`src/rtl/imem_loader_pkg.sv`:
```
// imem_loader_pkg: shared state encoding and frame constants for the instruction-memory loader
package imem_loader_pkg;
   typedef enum logic [2:0] {CNT_LO, CNT_HI, DATA, CHK, RUN, ERR} state_t;
   localparam int BYTES_PER_WORD = 4;
   localparam int CNT_W = 16;
endpackage

```
`src/rtl/imem_loader_word_assembler.sv`:
```
// loader_word_assembler: gathers bytes into little-endian 32-bit words, pulsing word_done on the last lane
module loader_word_assembler
   import imem_loader_pkg::*;
(
   input  logic        clk,
   input  logic        reset,
   input  logic        clear,
   input  logic        accept,
   input  logic [7:0]  data,
   output logic [31:0] word,
   output logic        word_done
);
   localparam int LANE_W = $clog2(BYTES_PER_WORD);
   logic [LANE_W-1:0] lane;
   logic [23:0] partial;
   assign word = {data, partial};
   assign word_done = accept && lane == LANE_W'(BYTES_PER_WORD - 1);
   // shift each accepted byte in from the top so the first byte lands in [7:0] after four lanes
   always_ff @(posedge clk or negedge reset)
      if (!reset) begin
         lane <= '0;
         partial <= '0;
      end else if (clear) begin
         lane <= '0;
         partial <= '0;
      end else if (accept) begin
         lane <= lane + 1'b1;
         partial <= word[31:8];
      end
endmodule

```
`src/rtl/imem_loader.sv`:
```
// imem_loader: boot-time instruction-memory writer that holds the core in reset until a framed image is loaded
// Optional trailing XOR checksum byte is enabled by defining IMEM_LOADER_CHECKSUM_EN.
module imem_loader
   import imem_loader_pkg::*;
#(
   parameter int DEPTH_WORDS = 128,
   parameter int ADDR_W = 9
) (
   input  logic              clk,
   input  logic              reset,
   input  logic              in_valid,
   input  logic [7:0]        in_data,
   output logic              in_ready,
   input  logic              load_req,
   output logic              mem_we,
   output logic [ADDR_W-1:0] mem_addr,
   output logic [31:0]       mem_wdata,
   output logic              core_reset,
   output logic              done,
   output logic              error
);
`ifdef IMEM_LOADER_CHECKSUM_EN
   localparam state_t FIN = CHK;
   logic [7:0] csum;
`else
   localparam state_t FIN = RUN;
`endif
   state_t state, next;
   logic [CNT_W-1:0] count, count_now;
   logic [ADDR_W-3:0] idx;
   logic [31:0] word;
   logic accept, data_accept, clear, word_done, last_word;
   assign in_ready = !(state == RUN || state == ERR);
   assign accept = in_valid && in_ready;
   assign data_accept = accept && state == DATA;
   assign clear = load_req && !in_ready;
   assign count_now = {in_data, count[7:0]};
   assign last_word = CNT_W'(idx) == count - CNT_W'(1);
   assign core_reset = state != RUN;
   assign done = state == RUN;
   assign error = state == ERR;
   loader_word_assembler u_asm (
      .clk(clk),
      .reset(reset),
      .clear(clear),
      .accept(data_accept),
      .data(in_data),
      .word(word),
      .word_done(word_done)
   );
   // frame sequencing: count bytes, data words, optional checksum, then hold in RUN or ERR
   always_comb begin
      next = state;
      unique case (state)
         CNT_LO: next = accept ? CNT_HI : state;
         CNT_HI: if (accept) next = count_now == '0 ? FIN : count_now > CNT_W'(DEPTH_WORDS) ? ERR : DATA;
         DATA: if (word_done && last_word) next = FIN;
`ifdef IMEM_LOADER_CHECKSUM_EN
         CHK: if (accept) next = in_data == csum ? RUN : ERR;
`endif
         RUN, ERR: if (load_req) next = CNT_LO;
         default: next = CNT_LO;
      endcase
   end
   // state, count capture, word index, checksum and registered memory write port
   always_ff @(posedge clk or negedge reset)
      if (!reset) begin
         state <= CNT_LO;
         count <= '0;
         idx <= '0;
         mem_we <= 1'b0;
         mem_addr <= '0;
         mem_wdata <= '0;
      end else begin
         state <= next;
         mem_we <= word_done;
         if (word_done) begin
            mem_addr <= {idx, 2'b00};
            mem_wdata <= word;
         end
         if (accept && state == CNT_LO) count[7:0] <= in_data;
         if (accept && state == CNT_HI) count[15:8] <= in_data;
         if (clear) idx <= '0;
         else if (word_done) idx <= idx + 1'b1;
      end
`ifdef IMEM_LOADER_CHECKSUM_EN
   // running XOR over data bytes only
   always_ff @(posedge clk or negedge reset)
      if (!reset) csum <= '0;
      else if (clear) csum <= '0;
      else if (data_accept) csum <= csum ^ in_data;
`endif
endmodule

```
`config.mk`:
```
export PLATFORM = sky130hd
export DESIGN_NAME = imem_loader
export DESIGN_NICKNAME = d
export VERILOG_FILES = /design/src/rtl/imem_loader_pkg.sv /design/src/rtl/imem_loader_word_assembler.sv /design/src/rtl/imem_loader.sv
export SDC_FILE = /design/constraint.sdc
export NUM_CORES = 1
export LEC_CHECK = 0
export CAP_MARGIN = 20
export CORE_MARGIN = 2
export CORE_UTILIZATION = 58
export CTS_BUF_LIST = sky130_fd_sc_hd__clkbuf_16
export DETAILED_ROUTE_END_ITERATION = 12
export GPL_ROUTABILITY_DRIVEN = 0
export PLACE_DENSITY = 0.93
export SLEW_MARGIN = 20
export SYNTH_ARGS = -nofsm -noshare
export SYNTH_HDL_FRONTEND = slang
export SYNTH_SLANG_ARGS = --single-unit
```
`constraint.sdc`:
```
create_clock -name clk -period 4.2 [get_ports clk]
set_clock_uncertainty 0.15 [all_clocks]
set_input_delay 0.84 -clock clk [delete_from_list [all_inputs] [get_ports clk]]
set_output_delay 0.84 -clock clk [all_outputs]
set_load 0.005 [all_outputs]
```
==> impl_metrics.py <==
metrics = {
    "setup_path": {
        "ff2ff_path_depth": 7,
        "critPathSlowestCell": "clkdlybuf4s50_1",
        "cp.required_ps": 4250,
        "slowest_delay_ps": 540,
        "critPathLaunchType": "primary input",
        "worstReg2RegEnd": "state[1]",
        "critical_path.cell_chain": "clkdlybuf4s50_1 -> nor4bb_4 -> nand2_2 -> buf_4 -> nor2_1 -> nand3_1 -> xnor2_1 -> nor2_1",
        "setup.worst_path.end_class": "flip-flop",
        "reg2reg_from": "count[0]",
        "arrival_ps": 2870,
        "crit_type": "in -> reg",
        "path_common_cell": "nor2_1",
        "crit_family": "simple AND/OR/NAND/NOR gates",
        "crit_buf_inv": 2,
        "reg2reg_slack_ps": 1630,
        "cp-startpoint": "in_valid",
        "critPathMaxFanout": 26,
    },
    "timing": {
        "fmaxAchievable_mhz": 354.4,
        "relSlewSlack_pct": 28.65,
        "min_period_ps": 2822,
        "setup_viol": 0,
        "hold_viol": 0,
        "timing.final.crit_share_pct": 67.19,
        "tightestPinTransition_ps": 1068,
        "grt_setup_unrepaired": "false",
        "slew_violations": 0,
        "timing.setup.tns_ps": 0,
    },
    "global_routing": {
        "grt_pass1_vias": 3149,
        "grt.busiest_layer": "met2",
        "met3_usage_pct": 2.922,
        "gr-usage-all-layers_pct": 25.69,
        "grt_max_degree": 93,
        "gr-total-overflow": 0,
        "use_met1_pct": 36.79,
        "antenna_found_initial": 0,
        "use_met2_pct": 40.36,
        "grt_first_pass_wirelength_um": 15320,
    },
    "routing": {
        "drc": 0,
        "ant_nets": 0,
        "first_pass_iters": 5,
        "post_drt_wl_per_cell_um": 15.28,
        "route.vias.total": 3306,
        "viasPerCell": 5.510,
        "drtIter0Drc": 272,
        "drt-total-wl_um": 9167,
    },
    "floorplanning": {
        "rows": 30,
        "die_w_um": 88.04,
        "fp.coreArea_sq_um": 6832,
        "die_h_um": 88.04,
        "initial_core_util_pct": 59.96,
        "pin_count": 58,
        "dieArea_sq_um": 7751,
    },
    "logic_synthesis": {
        "synth_mux_area_share_pct": 2.169,
        "ys_seq_elements": 92,
        "synthAdderAreaFrac_pct": 0.9163,
        "syn_inst": 452,
        "synth_top_family_by_area": "simple AND/OR/NAND/NOR gates",
        "synth_simple_gate_area_share_pct": 25.35,
        "synth_edf_count": 0,
        "syn_area_sq_um": 4096,
        "synth_area_leader_cell": "dfrtp_1",
        "syn_avg_cell_area_sq_um": 9.063,
        "synth_area_leaders": "dfrtp_1 (56%), nand2_1 (18%), a21oi_1 (3.4%)",
        "ys_seq_area_share_pct": 56.20,
        "synthArstFlopShare_pct": 100.0,
        "synth_flop_cell": "dfrtp_1",
        "netlist-cell-type-count": 54,
        "synth_compound_area_share_pct": 8.522,
        "synth_xor_xnor_area_share_pct": 2.566,
        "synth_top_area_share_pct": 56.20,
        "yosys_warnings": 0,
    },
    "clock_tree": {
        "cts_htree_levels": 3,
        "clock_latency_ps": 330,
        "cts_buffers": 9,
        "clk_root_buffer_cell": "clkbuf_16",
        "cts_resized": 0,
        "post_cts_buffers": 0,
        "path_clk_slew_ps": 60,
        "clock_sink_count": 92,
        "cts_tree": "done",
        "hold_buffers": 0,
        "cts_buffer_depth": 2,
    },
    "cells_and_area": {
        "drive_gt1_share_pct": 8.135,
        "final_cell_mix": "nand2_1 (191), dfrtp_1 (92), clkdlybuf4s50_1 (54)",
        "areaGrowthSynthToFinish_pct": 21.35,
        "final_common_cell": "nand2_1",
        "multi_input_area_sq_um": 1644,
        "fill_cells": 506,
        "final_cell_area_sq_um": 4971,
        "fin_nets": 514,
        "seq_area_sq_um": 2302,
        "antenna_cells": 0,
    },
    "hold_path": {
        "min_path_type": "reg -> reg",
        "min-delay-start": "u_asm.partial[1]",
        "hold_depth": 2,
        "hold_end": "mem_wdata[1]",
    },
    "placement": {
        "hpwl_um": 5965,
        "dpl_cell_area_sq_um": 4690,
        "io_buffers": 55,
    },
    "pwr": {
        "p_leak_nw": 2.336,
        "vdd_drop_max_v": 0.0003848,
        "power_density_nw_per_um2": 479.5,
    },
    "outcome": {
        "status": "finished clean",
    },
    "run": {
        "max-cap-violations": 0,
    },
}
-- cell usage after synthesis, drive strengths merged, types with 4 or more instances --
cell type  count
o21ai          9
xor2           4
nand2        192
inv           10
nand3          8
mux2           7
clkbuf        15
dfrtp         92
nor3           5
buf           10
xnor2          8
a21oi         28
nor2          20
-- per-stage QoR --
| stage | setup WS [ps] | total power, W | std cells | utilization (%) | hold WS [ps] |
|---|---|---|---|---|---|
| floorplan | 1933 | 0.001471 | 453 | - | 288.6 |
| global placement | 1165 | 0.001586 | 584 | 68.64 | 300.7 |
| detailed placement | 1046 | 0.001620 | 584 | 68.64 | 301.8 |
| CTS | 1391 | 0.002383 | 600 | 72.71 | 315.5 |
| global route | 1224 | 0.002487 | 600 | 72.77 | 349.6 |
| finish | 1378 | 0.002384 | 600 | 72.77 | 315.1 |
-- sequential cells by signal, indices dropped and copies added, names as in the netlist --
register / cells
u_asm.lane: 2
mem_addr: 7
mem_we: 1
idx: 7
count: 16
state: 3
u_asm.partial: 24
mem_wdata: 32
-- per-layer routing --
metal,vias up,wire [um]
met2,134,4412
met5,-,0
met1,1587,4040
li1,1560,-
met3,25,470
met4,0,244
-- where the power goes --
group          switching [W]  total [W]  internal (W)
logic               0.000289   0.000522      0.000234
registers           0.000139    0.00111      0.000974
clock network       0.000344   0.000749      0.000405
-- how the worst max path moves through the flow --
stage / end / slack [ps] / cells past startpoint
after floorplan: state[1] / 1930 / 7
final: idx[5] / 1380 / 8
after CTS: idx[5] / 1390 / 8
after global routing: idx[1] / 1220 / 7
after global placement: idx[5] / 1170 / 8
after detailed placement: idx[5] / 1050 / 8
-- final cells by class --
cell class / count / share of cell area [%]
Clock inverter: 7 / 1.057
Inverter: 10 / 0.7551
Timing Repair Buffer: 60 / 11.86
Clock buffer: 9 / 4.531
Sequential cell: 92 / 46.31
Multi-Input combinational cell: 326 / 33.07
Tap cell: 96 / 2.416
-- worst min-delay path: stages, from the launching register on --
cell	delay [ps]
dfrtp_1	340
nand2_1	50
nand2_1	50
-- logic make-up after synthesis --
kind of cell    after synthesis
xor+xnor                     12
simple gates                246
buf+inv                      35
other cells                   1
mux                           8
flops                        92
compound gates               55
fa+ha+maj                     3
Power figures use the tool's default switching activity.
